### src/rtl/alu_pkg.sv
// -----------------------------------------------------------------------------
// alu_pkg
// Shared definitions for the sequential arithmetic unit.
//   OP_W      : opcode width
//   opcode_e  : operation codes OP_SUMA .. OP_XOR
//   estado_e  : control FSM states (REPOSO idle, CALCULO iterating)
// Configuration macro: ALU_DIV_EN (enables the iterative divider).
// -----------------------------------------------------------------------------
package alu_pkg;

    localparam int OP_W = 3;

    typedef enum logic [OP_W-1:0] {
        OP_SUMA  = 3'b000,
        OP_RESTA = 3'b001,
        OP_MUL   = 3'b010,
        OP_DIV   = 3'b011,
        OP_MOD   = 3'b100,
        OP_AND   = 3'b101,
        OP_OR    = 3'b110,
        OP_XOR   = 3'b111
    } opcode_e;

    typedef enum logic {
        REPOSO  = 1'b0,
        CALCULO = 1'b1
    } estado_e;

endpackage

### src/rtl/nucleo_iterativo.sv
// -----------------------------------------------------------------------------
// nucleo_iterativo
// Shared iterative engine: one 2*(ancho+1)-bit shift register, an iteration
// counter and a single add/subtract step. Multiply is shift-add (one partial
// product per cycle); divide is restoring (one quotient bit per cycle).
// Ports:
//   clk, rst_n    : clock, asynchronous active-low reset
//   cargar_i      : load operands (driven by the top FSM on an accepted start)
//   paso_i        : perform one iteration this cycle (top FSM in CALCULO)
//   modo_div_i    : 1 = divide step, 0 = multiply step (ALU_DIV_EN only)
//   a_i, b_i      : operands
//   fin_o         : this cycle performs the last iteration
//   acum_sig_o    : next value of the shift register (final result when fin_o)
// Configuration macro: ALU_DIV_EN (without it only the multiply step exists).
// -----------------------------------------------------------------------------
module nucleo_iterativo #(
    parameter int ancho = 3
) (
    input  logic                 clk,
    input  logic                 rst_n,
    input  logic                 cargar_i,
    input  logic                 paso_i,
`ifdef ALU_DIV_EN
    input  logic                 modo_div_i,
`endif
    input  logic [ancho:0]       a_i,
    input  logic [ancho:0]       b_i,
    output logic                 fin_o,
    output logic [2*ancho+1:0]   acum_sig_o
);

    localparam int W  = ancho + 1;
    localparam int CW = $clog2(ancho + 2);
    localparam logic [CW-1:0] ULTIMO = CW'(ancho);

    logic [2*W-1:0] acum_q, acum_d;
    logic [W-1:0]   operando_q, operando_d;
    logic [CW-1:0]  cnt_q, cnt_d;

    // Multiply step: add the multiplicand into the high half when the current
    // multiplier bit (LSB) is set, then shift right with the carry entering at
    // the top.
    logic [W:0]     suma_mul;
    logic [2*W-1:0] paso_mul;

    always_comb begin
        suma_mul = {1'b0, acum_q[2*W-1:W]} + (acum_q[0] ? {1'b0, operando_q} : '0);
        paso_mul = {suma_mul, acum_q[W-1:1]};
    end

`ifdef ALU_DIV_EN
    logic           div_q, div_d;
    logic           cabe;
    logic [W-1:0]   resta_div;
    logic [2*W-1:0] paso_div;

    // Restoring divide step. The shifted partial remainder needs W+1 bits
    // (2r+bit can exceed W bits), so the trial compare uses the top W+1 bits.
    // When it fits, the difference is < divisor and therefore fits in W bits.
    always_comb begin
        cabe      = ({1'b0, acum_q[2*W-1:W-1]} >= {2'b0, operando_q});
        resta_div = acum_q[2*W-2:W-1] - operando_q;
        paso_div  = cabe ? {resta_div, acum_q[W-2:0], 1'b1}
                         : {acum_q[2*W-2:0], 1'b0};
    end
`endif

    always_comb begin
        acum_d     = acum_q;
        operando_d = operando_q;
        cnt_d      = cnt_q;
        fin_o      = 1'b0;
`ifdef ALU_DIV_EN
        div_d      = div_q;
`endif
        if (cargar_i) begin
            cnt_d = '0;
`ifdef ALU_DIV_EN
            div_d = modo_div_i;
            if (modo_div_i) begin
                acum_d     = {{W{1'b0}}, a_i};
                operando_d = b_i;
            end else begin
                acum_d     = {{W{1'b0}}, b_i};
                operando_d = a_i;
            end
`else
            acum_d     = {{W{1'b0}}, b_i};
            operando_d = a_i;
`endif
        end else if (paso_i) begin
`ifdef ALU_DIV_EN
            acum_d = div_q ? paso_div : paso_mul;
`else
            acum_d = paso_mul;
`endif
            fin_o = (cnt_q == ULTIMO);
            // The count reaches ancho+1 on the last step; it is cleared there
            // so the idle unit always sits at zero.
            cnt_d = fin_o ? '0 : cnt_q + 1'b1;
        end
    end

    assign acum_sig_o = acum_d;

    always_ff @(posedge clk or negedge rst_n) begin
        if (!rst_n) begin
            acum_q     <= '0;
            operando_q <= '0;
            cnt_q      <= '0;
`ifdef ALU_DIV_EN
            div_q      <= 1'b0;
`endif
        end else begin
            acum_q     <= acum_d;
            operando_q <= operando_d;
            cnt_q      <= cnt_d;
`ifdef ALU_DIV_EN
            div_q      <= div_d;
`endif
        end
    end

endmodule

### src/rtl/unidad_aritmetica_secuencial.sv
// -----------------------------------------------------------------------------
// unidad_aritmetica_secuencial
// Multi-cycle arithmetic unit feeding the ALU flag stage. add/sub/logic finish
// at the accepting edge; mul/div/mod iterate ancho+1 cycles in nucleo_iterativo.
// Handshake: a start is accepted at a rising edge where inicio=1 and listo=1;
// a, b and operacion are captured at that edge. inicio while listo=0 is
// dropped. valido pulses for one cycle when the result outputs update; the
// outputs hold their value until the next completion.
// Ports:
//   clk, rst_n     : clock, asynchronous active-low reset
//   inicio         : start request
//   operacion      : opcode (see alu_pkg::opcode_e)
//   a, b           : unsigned operands, ancho+1 bits
//   listo          : idle, start can be accepted
//   valido         : one-cycle completion pulse
//   resultado      : result
//   carryOut       : carry out of MSB (add)
//   borrowOut      : a<b unsigned (sub)
//   overflow       : signed ovf (add/sub), truncation (mul), div by zero /
//                    disabled divider (div/mod)
//   estado_dbg     : current FSM state
// Configuration macro: ALU_DIV_EN (without it div/mod complete in one cycle
// with resultado=0 and overflow=1).
// -----------------------------------------------------------------------------
module unidad_aritmetica_secuencial
    import alu_pkg::*;
#(
    parameter int ancho = 3
) (
    input  logic             clk,
    input  logic             rst_n,
    input  logic             inicio,
    input  logic [OP_W-1:0]  operacion,
    input  logic [ancho:0]   a,
    input  logic [ancho:0]   b,
    output logic             listo,
    output logic             valido,
    output logic [ancho:0]   resultado,
    output logic             carryOut,
    output logic             borrowOut,
    output logic             overflow,
    output estado_e          estado_dbg
);

    localparam int W = ancho + 1;

    estado_e        estado_q, estado_d;
    logic           valido_q, valido_d;
    logic [W-1:0]   res_q, res_d;
    logic           carry_q, carry_d;
    logic           borrow_q, borrow_d;
    logic           ovf_q, ovf_d;
`ifdef ALU_DIV_EN
    opcode_e        op_q, op_d;
`endif

    opcode_e        op_in;
    logic [W:0]     suma;
    logic [W:0]     resta;
    logic           cargar;
    logic           fin;
    logic [2*W-1:0] acum_sig;

    assign op_in = opcode_e'(operacion);
    assign suma  = {1'b0, a} + {1'b0, b};
    // Bit W of the extended difference is the unsigned borrow (a<b).
    assign resta = {1'b0, a} - {1'b0, b};

    nucleo_iterativo #(
        .ancho      (ancho)
    ) u_nucleo (
        .clk        (clk),
        .rst_n      (rst_n),
        .cargar_i   (cargar),
        .paso_i     (estado_q == CALCULO),
`ifdef ALU_DIV_EN
        .modo_div_i (op_in != OP_MUL),
`endif
        .a_i        (a),
        .b_i        (b),
        .fin_o      (fin),
        .acum_sig_o (acum_sig)
    );

    always_comb begin
        estado_d = estado_q;
        valido_d = 1'b0;
        res_d    = res_q;
        carry_d  = carry_q;
        borrow_d = borrow_q;
        ovf_d    = ovf_q;
        cargar   = 1'b0;
`ifdef ALU_DIV_EN
        op_d     = op_q;
`endif
        unique case (estado_q)
            REPOSO: begin
                if (inicio) begin
                    // Single-cycle completions clear every flag first and set
                    // only the ones the operation defines.
                    valido_d = 1'b1;
                    carry_d  = 1'b0;
                    borrow_d = 1'b0;
                    ovf_d    = 1'b0;
                    unique case (op_in)
                        OP_SUMA: begin
                            res_d   = suma[W-1:0];
                            carry_d = suma[W];
                            ovf_d   = (a[W-1] == b[W-1]) && (suma[W-1] != a[W-1]);
                        end
                        OP_RESTA: begin
                            res_d    = resta[W-1:0];
                            borrow_d = resta[W];
                            ovf_d    = (a[W-1] != b[W-1]) && (resta[W-1] != a[W-1]);
                        end
                        OP_AND: res_d = a & b;
                        OP_OR:  res_d = a | b;
                        OP_XOR: res_d = a ^ b;
                        OP_MUL: begin
                            valido_d = 1'b0;
                            carry_d  = carry_q;
                            borrow_d = borrow_q;
                            ovf_d    = ovf_q;
                            cargar   = 1'b1;
                            estado_d = CALCULO;
`ifdef ALU_DIV_EN
                            op_d     = op_in;
`endif
                        end
                        OP_DIV, OP_MOD: begin
`ifdef ALU_DIV_EN
                            if (b == '0) begin
                                res_d = '1;
                                ovf_d = 1'b1;
                            end else begin
                                valido_d = 1'b0;
                                carry_d  = carry_q;
                                borrow_d = borrow_q;
                                ovf_d    = ovf_q;
                                cargar   = 1'b1;
                                estado_d = CALCULO;
                                op_d     = op_in;
                            end
`else
                            res_d = '0;
                            ovf_d = 1'b1;
`endif
                        end
                        default: ;
                    endcase
                end
            end
            CALCULO: begin
                if (fin) begin
                    estado_d = REPOSO;
                    valido_d = 1'b1;
                    carry_d  = 1'b0;
                    borrow_d = 1'b0;
                    // Multiply: low half is the result, any high bit means
                    // the product was truncated.
                    res_d    = acum_sig[W-1:0];
                    ovf_d    = |acum_sig[2*W-1:W];
`ifdef ALU_DIV_EN
                    // Divide: low half holds the quotient, high the remainder.
                    if (op_q == OP_DIV) begin
                        ovf_d = 1'b0;
                    end else if (op_q == OP_MOD) begin
                        res_d = acum_sig[2*W-1:W];
                        ovf_d = 1'b0;
                    end
`endif
                end
            end
            default: estado_d = REPOSO;
        endcase
    end

    always_ff @(posedge clk or negedge rst_n) begin
        if (!rst_n) begin
            estado_q <= REPOSO;
            valido_q <= 1'b0;
            res_q    <= '0;
            carry_q  <= 1'b0;
            borrow_q <= 1'b0;
            ovf_q    <= 1'b0;
`ifdef ALU_DIV_EN
            op_q     <= OP_SUMA;
`endif
        end else begin
            estado_q <= estado_d;
            valido_q <= valido_d;
            res_q    <= res_d;
            carry_q  <= carry_d;
            borrow_q <= borrow_d;
            ovf_q    <= ovf_d;
`ifdef ALU_DIV_EN
            op_q     <= op_d;
`endif
        end
    end

    assign listo      = (estado_q == REPOSO);
    assign valido     = valido_q;
    assign resultado  = res_q;
    assign carryOut   = carry_q;
    assign borrowOut  = borrow_q;
    assign overflow   = ovf_q;
    assign estado_dbg = estado_q;

endmodule

### config.mk
export PLATFORM = sky130hd
export DESIGN_NAME = unidad_aritmetica_secuencial
export DESIGN_NICKNAME = d
export VERILOG_FILES = /design/src/rtl/alu_pkg.sv /design/src/rtl/nucleo_iterativo.sv /design/src/rtl/unidad_aritmetica_secuencial.sv
export SDC_FILE = /design/constraint.sdc
export NUM_CORES = 1
export LEC_CHECK = 0
export ABC_AREA = 1
export ABC_CLOCK_PERIOD_IN_PS = 1950
export CORE_UTILIZATION = 55
export CTS_BUF_LIST = sky130_fd_sc_hd__clkbuf_16
export CTS_CLUSTER_DIAMETER = 200
export DETAILED_ROUTE_END_ITERATION = 10
export PLACE_DENSITY = 0.81
export SYNTH_ARGS = -nofsm -noshare
export SYNTH_HDL_FRONTEND = slang
export SYNTH_SLANG_ARGS = --single-unit
### constraint.sdc
create_clock -name clk -period 1.95 [get_ports clk]
set_input_delay 0.39 -clock clk [delete_from_list [all_inputs] [get_ports clk]]
set_output_delay 0.39 -clock clk [all_outputs]
set_load 0.01 [all_outputs]
### Word level (Yosys, flattened, before mapping)

Index checks and enable logic that the tools add are counted.

* bits in registers: 24
* bits of input ports: 14
* output and inout bits: 10
* word-level logic and storage cells: 73

* add/sub/neg operators: 4
* eq/ne operators: 16
* mux-type cells: 32
* bitwise gates (word level): 4
* reductions and logical operators: 8

Operators with widths (number)
* case mux 4 bit (6 select lines): 1
* two-way mux 8 bit: 2
* two-way mux 1 bit: 14
* case mux 1 bit (2 select lines): 7
* == test 3 bit, second input constant: 4
* two-way mux 4 bit: 3
* == test 3 x 2 -> 1 bit, second input constant: 3
* two-way mux 3 bit: 3
* case mux 4 bit (2 select lines): 1
* inequality test 7 x 1 -> 1 bit, second input constant: 1
* AND reduction 3 bit: 2
* adder 4 x 4 -> 5 bit: 1
* adder 4 x 5 -> 5 bit: 1
* subtractor 4 x 4 -> 5 bit: 1
* AND 4 bit: 1
* inequality test 2 bit, second input constant: 2
* OR 4 bit: 1
* case mux 1 bit (4 select lines): 1
* OR reduction 4 bit: 1
* XOR 4 bit: 1
* adder 3 x 1 -> 3 bit, second input constant: 1
* == test 3 x 1 -> 1 bit, second input constant: 1
* logical NOT 3 bit: 1
* inequality test 1 bit: 3
* other kinds (6): 7

### Depth between registers and ports, before layout

* depth after elaboration: 8
* mapped depth: 13
* depth with buffers taken out: 13

### Cells and area by module

From an unflattened synthesis, not the netlist that was laid out.

* cells, all modules: 245
* area total of the unflattened synthesis: 1839.3 um^2

Modules (own cells, without submodules)
* unidad_aritmetica_secuencial: times used 1, cells an instance 148, area an instance 1012.2 um^2, seq. area each 225.2 um^2
* nucleo_iterativo: times used 1, cells an instance 97, area an instance 827.0 um^2, seq. area each 375.4 um^2

### Least setup slack after synthesis

Ideal clock, no wire load.

* path type: in2reg
* start: in a[0]
* end: reg res_q[2], in the netlist resultado[2]
* setup time: 0.122 ns
* arrival time: 1.564 ns
* data required time: 1.828 ns
* setup slack: 0.264 ns
* stages on the path: 8
* buffers on the path: 0
* cell sequence: inv_1 -> ha_1 -> fa_1 -> or2_2 -> nand3_1 -> nand4_1 -> nand2_1 -> a21oi_1

* longest elaborated chain between the ends: 4
* elaborated cells on any way between the ends: 5
* those cells by class: add/sub (2); mux (3)

RTL lines
* from (decl): line unidad_aritmetica_secuencial.sv:34 `input logic [ancho:0] a,`
* subtractor 4 x 4 -> 5 bit or adder 4 x 4 -> 5 bit (tied branches): line unidad_aritmetica_secuencial.sv:67, unidad_aritmetica_secuencial.sv:65
* case mux 4 bit (6 select lines) *: line unidad_aritmetica_secuencial.sv:105 `unique case (op_in)`
* two-way mux 4 bit *: line unidad_aritmetica_secuencial.sv:98 `if (inicio) begin`
* case mux 4 bit (2 select lines) *: line unidad_aritmetica_secuencial.sv:96 `unique case (estado_q)`
* to (signal assigned): line unidad_aritmetica_secuencial.sv:192 `res_q <= res_d;`
* to (decl): line unidad_aritmetica_secuencial.sv:49 `logic [W-1:0] res_q, res_d;`

Every way passes the cells marked *; elsewhere a longest branch is shown, timed or not. The select of a mux whose other input is x is not followed.
A chain may end at the register's enable or synchronous reset.

### Final worst setup path

* start: reg estado_q, in the netlist estado_dbg
* end: out listo

* longest elaborated chain between the ends: 1

RTL lines
* from (decl): line unidad_aritmetica_secuencial.sv:47 `estado_e estado_q, estado_d;`
* from (signal assigned): line unidad_aritmetica_secuencial.sv:190 `estado_q <= estado_d;`
* inverter 1 bit
* to (decl): line unidad_aritmetica_secuencial.sv:36 `output logic listo,`

Every way passes these cells.

==> impl_metrics.py <==
metrics = {
    "placed_design": {
        "port-buffer-count": 23,
        "placedCellCount": 328,
        "placed_area_sq_um": 2230,
        "pre_cts_ws_ns": -0.294,
        "finalWeightedCongestion": 0.900,
        "hpwl_mm": 3.49,
    },
    "synth": {
        "synth.distinct_cells": 28,
        "ys_seq_elements": 24,
        "synthTopCellsByCount": "nand2_1 (60), inv_1 (38), dfrtp_1 (24)",
        "syn_inst": 237,
        "synth_nets": 271,
        "synth_top_area_cell": "dfrtp_1",
        "netlist_area_sq_um": 1760,
        "yosysSeqAreaShare_pct": 34.2,
        "synth_top_cell_area_share_pct": 34.2,
        "synth_edf_count": 0,
        "async_flop_share_pct": 100,
        "synthTopCellsByArea": "dfrtp_1 (34%), nand2_1 (13%), ha_1 (12%), inv_1 (8.1%), nand3_1 (6.3%)",
        "syn_avg_cell_area_sq_um": 7.41,
        "post-synth-top-count-cell": "nand2_1",
        "yosys_warnings": 0,
        "ys.flop_type": "dfrtp_1",
    },
    "timing": {
        "min_period_over_period_pct": 93.9,
        "maxSlewViolCount": 0,
        "rsz0062_at_grt": "no",
        "worst_slack_ns": 0.119,
        "finalSetupTns_ns": 0,
        "finalSetupViolCount": 0,
        "hold_viol_final": 0,
        "slew-limit-headroom_pct": 76.2,
        "fin_skew_ns": 0.00205,
        "period_minus_slack_ns": 1.83,
        "tightest_slew_ns": 0.356,
        "max_freq_mhz": 546,
    },
    "worst_setup_path": {
        "crit_path_start_kind": "flop",
        "critPathArrivalTime_ns": 1.44,
        "critPathTopFamily": "buffers and inverters",
        "crit_path_end_kind": "output pin",
        "r2r_slack_ns": 0.13,
        "crit_fanout": 10,
        "path_buf_inv": 2,
        "worst_ep_required_time_ns": 1.56,
        "crit_type": "reg2out",
        "worstPathCellList": "clkinv_1 -> clkdlybuf4s50_1",
        "cp_slowest_cell": "dfrtp_1",
        "max_stage_delay_ns": 0.55,
    },
    "detailed_routing": {
        "drt_iter0_markers": 143,
        "firstDrtPassIters": 4,
        "wirelength_mm": 4.61,
        "vias": 1759,
        "routed_wire_length_per_instance_um": 13.9,
        "via_per_inst": 5.30,
        "final_antenna_net_count": 0,
        "drc": 0,
    },
    "clock_tree": {
        "h-tree-depth": 1,
        "postCtsSetupRepairBufs": 0,
        "insertion_delay_ns": 0.26,
        "cts_buffer_depth": 2,
        "clk_pin_slew_ns": 0.06,
        "ctsHoldBuffers": 0,
        "cts-root-buf": "clkbuf_16",
        "cts_buffers": 3,
        "clock_sinks": 24,
        "cts_tree": "yes",
    },
    "global_routing": {
        "grt.overflow.total": 0,
        "grt.total_usage_pct": 29.7,
        "antenna_found_initial": 0,
        "grt_start_max_net_pins": 25,
        "first_global_vias": 1700,
        "grt_pass1_wl_mm": 7.64,
    },
    "status": {
        "outcome": "finished, final reports clean",
    },
    "floorplanning": {
        "rows": 20,
        "core_area_sq_um": 3050,
        "io_pins": 24,
        "fp.dieH_um": 58.5,
        "die_w_um": 58.5,
        "start_util_pct": 57.5,
        "die_area_sq_um": 3420,
    },
    "power": {
        "vdd_drop_max_mv": 0.556,
        "finalPower_mw": 2.79,
        "power.density_nw_per_um2": 1170,
        "leakagePower_nw": 1.25,
    },
    "min_path": {
        "min_path_type": "in2async",
    },
    "finish": {
        "finalNonFillerCells": 332,
        "layout-drive-gt1-share_pct": 17.4,
        "syn_to_final_growth_pct": 35.4,
        "final_cell_area_sq_um": 2380,
        "fin_nets": 323,
        "diodes": 0,
    },
    "run": {
        "drv_cap": 0,
    },
}
==> cells in the final DEF (no fill, tap or decap), types with 2 or more instances in the layout <==
cell / count
fa_2: 3
inv_2: 2
nand2_1: 60
o21ai_1: 7
nand4_1: 5
nor2_1: 17
nand3_1: 21
a21oi_1: 13
ha_1: 14
o21ai_0: 6
ha_4: 2
o211ai_1: 4
buf_4: 28
clkbuf_16: 3
inv_1: 36
nand2_2: 2
clkdlybuf4s50_1: 22
nor2_4: 2
dfrtp_1: 24
==> cell families (layout without fill, tap and decap cells) <==
| family | Yosys count | in the layout | synth area share, % |
|---|---|---|---|
| buffers and inverters | 44 | 95 | 10.1 |
| AND/OR/NAND/NOR | 114 | 114 | 28.9 |
| adder cells (fa/ha/maj) | 20 | 20 | 15.5 |
| AO/OA/AOI/OAI | 35 | 35 | 11.3 |
| flip-flops | 24 | 24 | 34.2 |
==> area by class of cell <==
cell class                      count  area, sq um
Inverter                           40          153
Multi-Input combinational cell    169         1020
Timing Repair Buffer               51          443
Tap cell                           44         55.1
Fill cell                         219          674
Sequential cell                    24          601
Clock inverter                      1         30.0
Clock buffer                        3         75.1
==> flip-flops by register name (all words and copies together) (netlist names) <==
| name | flops |
|---|---|
| u_nucleo.acum_q | 8 |
| resultado | 4 |
| u_nucleo.operando_q | 4 |
| u_nucleo.cnt_q | 3 |
| borrowOut | 1 |
| carryOut | 1 |
| estado_dbg | 1 |
| overflow | 1 |
| valido | 1 |
==> power by group <==
group,switching (mW),internal [mW]
clock,0.180,0.408
sequential,0.175,0.723
combinational,0.720,0.585
total,1.08,1.72
==> repair_timing <==
action	in CTS	in global routing
resized for setup	2	13
pin swaps	0	1
setup endpoints to repair	2	5
==> final timing paths <==
kind | start | to | depth (start not counted)
hold / removal | rst_n | u_nucleo.acum_q[6] | 2
max in group asynchronous | rst_n | valido | 2
min in group clk | resultado[3] | resultado[3] | 2
hold reg to reg | resultado[3] | resultado[3] | 2
setup / recovery | estado_dbg | listo | 2
setup reg to reg | u_nucleo.operando_q[0] | overflow | 13
==> layer usage <==
layer | wire length, um | up-vias | track usage [%] | share of wire, %
li1 | - | 865 | - | -
met1 | 1900 | 800 | 37.4 | 41
met2 | 2320 | 78 | 51.4 | 50
met3 | 237 | 16 | 2.86 | 5.1
met4 | 157 | 0 | 13.9 | 3.4
met5 | 0 | - | 0 | 0
==> stage by stage <==
stage,hold slack [ns],util (%)
after floorplan,0.0944,-
final,0.482,77.9
after CTS,0.486,76.5
after detailed placement,0.469,73.0
after global placement,0.467,73.0
after global routing,0.504,77.9
Power figures use the tool's default switching activity.
==> patch 1: new RTL, config.mk and constraints unchanged <==
Add an input register stage for `inicio`, `operacion` and `a`, without a reset; this delays them by one clock. The other inputs are not delayed to match.
--- a/src/rtl/unidad_aritmetica_secuencial.sv
+++ b/src/rtl/unidad_aritmetica_secuencial.sv
@@ -45,4 +45,14 @@
     localparam int W = ancho + 1;
 
+    logic inicio_q;
+    logic [OP_W-1:0] operacion_q;
+    logic [ancho:0] a_q;
+
+    always_ff @(posedge clk) begin
+        inicio_q    <= inicio;
+        operacion_q <= operacion;
+        a_q         <= a;
+    end
+
     estado_e        estado_q, estado_d;
     logic           valido_q, valido_d;
@@ -62,8 +72,8 @@
     logic [2*W-1:0] acum_sig;
 
-    assign op_in = opcode_e'(operacion);
-    assign suma  = {1'b0, a} + {1'b0, b};
+    assign op_in = opcode_e'(operacion_q);
+    assign suma  = {1'b0, a_q} + {1'b0, b};
     // Bit W of the extended difference is the unsigned borrow (a<b).
-    assign resta = {1'b0, a} - {1'b0, b};
+    assign resta = {1'b0, a_q} - {1'b0, b};
 
     nucleo_iterativo #(
@@ -77,5 +87,5 @@
         .modo_div_i (op_in != OP_MUL),
 `endif
-        .a_i        (a),
+        .a_i        (a_q),
         .b_i        (b),
         .fin_o      (fin),
@@ -96,5 +106,5 @@
         unique case (estado_q)
             REPOSO: begin
-                if (inicio) begin
+                if (inicio_q) begin
                     // Single-cycle completions clear every flag first and set
                     // only the ones the operation defines.
@@ -107,14 +117,14 @@
                             res_d   = suma[W-1:0];
                             carry_d = suma[W];
-                            ovf_d   = (a[W-1] == b[W-1]) && (suma[W-1] != a[W-1]);
+                            ovf_d   = (a_q[W-1] == b[W-1]) && (suma[W-1] != a_q[W-1]);
                         end
                         OP_RESTA: begin
                             res_d    = resta[W-1:0];
                             borrow_d = resta[W];
-                            ovf_d    = (a[W-1] != b[W-1]) && (resta[W-1] != a[W-1]);
-                        end
-                        OP_AND: res_d = a & b;
-                        OP_OR:  res_d = a | b;
-                        OP_XOR: res_d = a ^ b;
+                            ovf_d    = (a_q[W-1] != b[W-1]) && (resta[W-1] != a_q[W-1]);
+                        end
+                        OP_AND: res_d = a_q & b;
+                        OP_OR:  res_d = a_q | b;
+                        OP_XOR: res_d = a_q ^ b;
                         OP_MUL: begin
                             valido_d = 1'b0;
Function: changed (Yosys sat finds a counterexample within 4 cycles, from zero or initial values and one cycle with rst_n low).
==> patch 1 against the original RTL <==
  * Worst setup slack worse by 0.051 ns
  * Core utilization decreased by 3.6 points
  * Total power grew 16%
  * Hold slack got worse by 0.0093 ns
  * Cell area is 5.1% higher
  * Sequential cell count grew 8
  * Routed wire length decreased by 5.6%
  * Clock skew decreased by 0.00051 ns
  * Synthesized area increased by 11%
  * Cell count down 1.2%
  * Critical endpoint is now overflow
==> patch 1: results (changes against the original RTL) <==
Synth top cells by count -> nand2_1 (61), inv_1 (34), dfrtp_1 (24), nor2_1 (23), ha_1 (17)
Mapped Nets -> 277 (+2.2%)
antenna violations before repair -> 0 (unchanged)
Post-Route WL -> 4.35 mm (-5.6%)
drt first pass iters -> 4 (unchanged)
vias in the first global route -> 1650 (-2.9%)
distinct cell type count after synthesis -> 33 (+18%)
ratio of cells with drive above 1 in the final layout -> 16.3% (-1.0 points)
Root Buffer -> clkbuf_16
initial DRC count -> 101 (-29%)
global routing usage on met1 -> 31.7% (-5.7 points)
global-route wire length before repair -> 7.06 mm (-7.6%)
Layout Nets -> 315 (-2.5%)
largest net degree at the start of global routing -> 25 (unchanged)
Tot GR Track Use -> 26.3% (-3.4 points)
Routability Congestion -> 0.922 (+2.4%)
met2 Track Usage GR -> 45.5% (-5.9 points)
slew of the pin with the lowest slew margin -> 0.380 ns (+0.0234 ns)
VDD IR max -> 0.729 mV (+31%)
worst-path fanout max -> 2 (-8)
H-Tree Depth -> 2 (+1)
Clk pin slew, worst setup/hold paths -> 0.05 ns
Lkg Pwr -> 1.31 nW (+5.2%)
critical path data arrival time -> 2.05 ns (+0.61 ns)
Max Buffers Root-to-Sink -> 2 (unchanged)
Detail Placement HPWL -> 3.13 mm (-11%)
fraction of registers with async set/reset -> 75.0% (-25 points)
Top reg by flops -> u_nucleo.acum_q
outcome -> completed
worst hold path type -> in -> async
met3 GRT Util -> 7.14% (+4.3 points)
FILL cells -> 300 (+37%)
number of buffers created by CTS -> 5 (+2)
Clock Latency Late Sink -> 0.27 ns
via-per-instance ratio -> 5.23 (-1.3%)
Clock Skews -> 0.00154 ns (-0.000514 ns)
Seq/Total Area, Yosys -> 39.0% (+4.8 points)
diodes inserted -> 0 (unchanged)
port bufs -> 23 (unchanged)
yosys warns -> 0 (unchanged)
max FFs per register -> 8 (unchanged)
Synth area leaders -> dfrtp_1 (31%), nand2_1 (12%), ha_1 (11%)
patch 1: critical path: stages (launching register included):
cell and delay (ns):
dfrtp_1 0.34, nand2_1 0.06, inv_1 0.06, ha_2 0.19, inv_2 0.04, fa_2 0.53
a21oi_2 0.05, nand2_1 0.11, nand3_2 0.08, nor2_2 0.11, nor2_1 0.05, nor2_1 0.10
nor2_1 0.04
patch 1: metrics by stage:
stage	util [%]	cells	TNS (ns)	cell area [sq um]	setup slack, ns
floorplan	-	243	0	1950	0.241
global placement	68.0	319	-1.15	2290	-0.238
detailed placement	68.0	319	-1.36	2290	-0.300
CTS	73.0	327	0	2450	0.0217
global route	74.3	328	-0.0995	2500	-0.0995
finish	74.3	328	0	2500	0.0682
patch 1: kinds of logic after synthesis:
logic type | Yosys count | synth area share (%)
AOI/OAI and AO/OA | 38 | 12.1
and+or+nand+nor | 108 | 24.5
adders and majority gates | 20 | 14.0
xor gates and xnor gates | 2 | 0.899
buffers and inverters | 43 | 9.56
DFF | 32 | 39.0
patch 1: final cells by class:
| cell class | count | area [sq um] | share of cell area [%] |
|---|---|---|---|
| clock inverter | 3 | 38.8 | 1.55 |
| inverter | 38 | 148 | 5.91 |
| tap | 46 | 57.6 | 2.30 |
| sequential | 32 | 761 | 30.4 |
| clock buffer | 5 | 125 | 5.01 |
| timing repair buffer | 36 | 333 | 13.3 |
| multi-input combinational | 168 | 1040 | 41.5 |
patch 1: worst paths after layout:
kind / startpoint / endpoint / slack [ns] / cells past startpoint
worst max-delay path: u_nucleo.operando_q[0] / overflow / 0.07 / 12
max in group asynchronous: rst_n / carryOut / 1.24 / 2
worst min-delay path: rst_n / u_nucleo.operando_q[0] / 0.47 / 2
worst max register to register: u_nucleo.operando_q[0] / overflow / 0.07 / 12
worst min register to register: u_nucleo.operando_q[0] / u_nucleo.operando_q[0] / 0.49 / 2
min in group clk: u_nucleo.operando_q[0] / u_nucleo.operando_q[0] / 0.49 / 2
patch 1: layer usage:
layer | wire (um) | vias up | part of all wire, %
met5 | 0 | - | 0
met4 | 127 | 0 | 2.9
met3 | 195 | 11 | 4.5
met2 | 2190 | 47 | 50
met1 | 1840 | 807 | 42
li1 | - | 851 | -
patch 1: where the power goes:
part           internal [W]  total (W)  switching [W]
sequential         0.000895    0.00104       0.000150
combinational      0.000594    0.00132       0.000724
clock              0.000595   0.000873       0.000279
patch 1: timing repair:
action | in CTS | in global routing
setup buffers | 0 | 1
gates resized for setup | 1 | 15
hold buffers | 0 | 0
pin swaps | 0 | 3
endpoints found under the setup margin | 1 | 4
==> patch 2: new RTL, same flow settings <==
Made on the original files. The option `ALU_DIV_EN` is turned on by a define.
--- a/src/rtl/nucleo_iterativo.sv
+++ b/src/rtl/nucleo_iterativo.sv
@@ -14,4 +14,6 @@
 // Configuration macro: ALU_DIV_EN (without it only the multiply step exists).
 // -----------------------------------------------------------------------------
+`define ALU_DIV_EN
+
 module nucleo_iterativo #(
     parameter int ancho = 3
Formal check against the unedited RTL: not equivalent (a bounded check fails within 4 cycles, from zero or initial values and one cycle with rst_n low).
==> patch 2 against the original RTL <==
  * The run now ends with setup timing left
  * Worst setup slack lost 0.18 ns
  * Critical endpoint is now resultado[3]
  * Critical path type is now reg -> reg
  * Total power grew 82%
  * Global-route usage grew 3.7 points
  * Sequential cell count grew 4
  * Cell area grew 39%
  * Synthesized area grew 32%
  * Largest power group unchanged
  * Routed wire length grew 58%
  * Largest cell class unchanged
==> patch 2: results (changes against the original RTL) <==
outcome -> finished, violations left
violated checks -> setup timing
FILL cells -> 275 (+26%)
largest net degree at the start of global routing -> 29 (+16%)
bufs w/o clock -> 84 (+65%)
Adder-Cell Fraction of Synth Area -> 14.8% (-0.72 points)
via-per-instance ratio -> 5.54 (+4.5%)
Logic inverters -> 50 (+25%)
Layout Nets -> 438 (+36%)
Lkg Pwr -> 1.70 nW (+36%)
Synth area leaders -> dfrtp_1 (30%), nand2_1 (12%), ha_1 (11%)
Final setup viols -> 2 (+2)
fin worst setup slack -> -0.0621 ns (-0.181 ns)
vias in the first global route -> 2429 (+43%)
post-place instance area -> 2970 sq um (+33%)
Detail Placement HPWL -> 5.22 mm (+49%)
comb_multi_in -> 232 (+37%)
Compound-Gate Fraction of Synth Area -> 16.6% (+5.3 points)
non-clk buf share -> 21.0% (+2.4 points)
Clock-cell share -> 3.17% (-1.2 points)
VDD IR max -> 0.685 mV (+23%)
Die X -> 66.9 um (+14%)
Seq/Total Area, Yosys -> 30.3% (-3.9 points)
initial DRC count -> 187 (+31%)
crit-path max cell delay -> 0.40 ns (-0.15 ns)
Synth Area per Inst -> 7.30 sq um (-1.5%)
patch 2: cell count changes in the layout (fill, tap and decap cells not counted), moves of 7 or more:
cell             unedited run  this run
buf_4                      28        60
o21ai_0                     6        20
inv_2                       2        11
clkdlybuf4s50_1            22        14
nand2_1                    60        67
o21ai_1                     7         0
patch 2: kinds of logic (layout without fill, tap and decap cells):
logic type	after synthesis	count (layout)
and+or+nand+nor	138	138
buffers and inverters	57	138
DFF	28	28
xor gates and xnor gates	5	5
adders and majority gates	25	25
AOI/OAI and AO/OA	64	64
patch 2: power by group:
part / internal [W] / switching (W)
clock network: 0.000409 / 0.000204
registers: 0.000858 / 0.000251
logic: 0.00151 / 0.00183
patch 2: path summary, 6_finish.rpt:
check                                        start            endpoint  slack (ns)  cells after the start
worst max-delay path            u_nucleo.acum_q[3]        resultado[3]       -0.06                     14
worst min-delay path                         rst_n              valido        0.50                      2
worst max register to register  u_nucleo.acum_q[3]        resultado[3]       -0.06                     14
worst min register to register           borrowOut           borrowOut        0.50                      2
max in group asynchronous                    rst_n  u_nucleo.acum_q[4]        1.16                      2
min in group clk                         borrowOut           borrowOut        0.50                      2
patch 2: routing by layer:
layer / vias up / GRT usage [%] / share of wire [%]
met1: 1166 / 39.4 / 40
li1: 1210 / - / -
met3: 24 / 3.77 / 4.1
met4: 0 / 13.0 / 3.6
met2: 81 / 61.0 / 52
met5: - / 0 / 0
patch 2: repair_timing:
action | in CTS | in global routing
pin swaps | 11 | 15
resized for setup | 31 | 24
hold buffers | 0 | 0
setup endpoints to repair | 7 | 14
buffers inserted | 1 | 6
patch 2: worst max-delay path: cells and delay by family, from the launching register on:
family,cells,cell delay [ns]
buffers and inverters,2,0.17
adder cells (fa/ha/maj),1,0.27
AND/OR/NAND/NOR,9,0.75
AO/OA/AOI/OAI,2,0.36
flip-flops,1,0.40
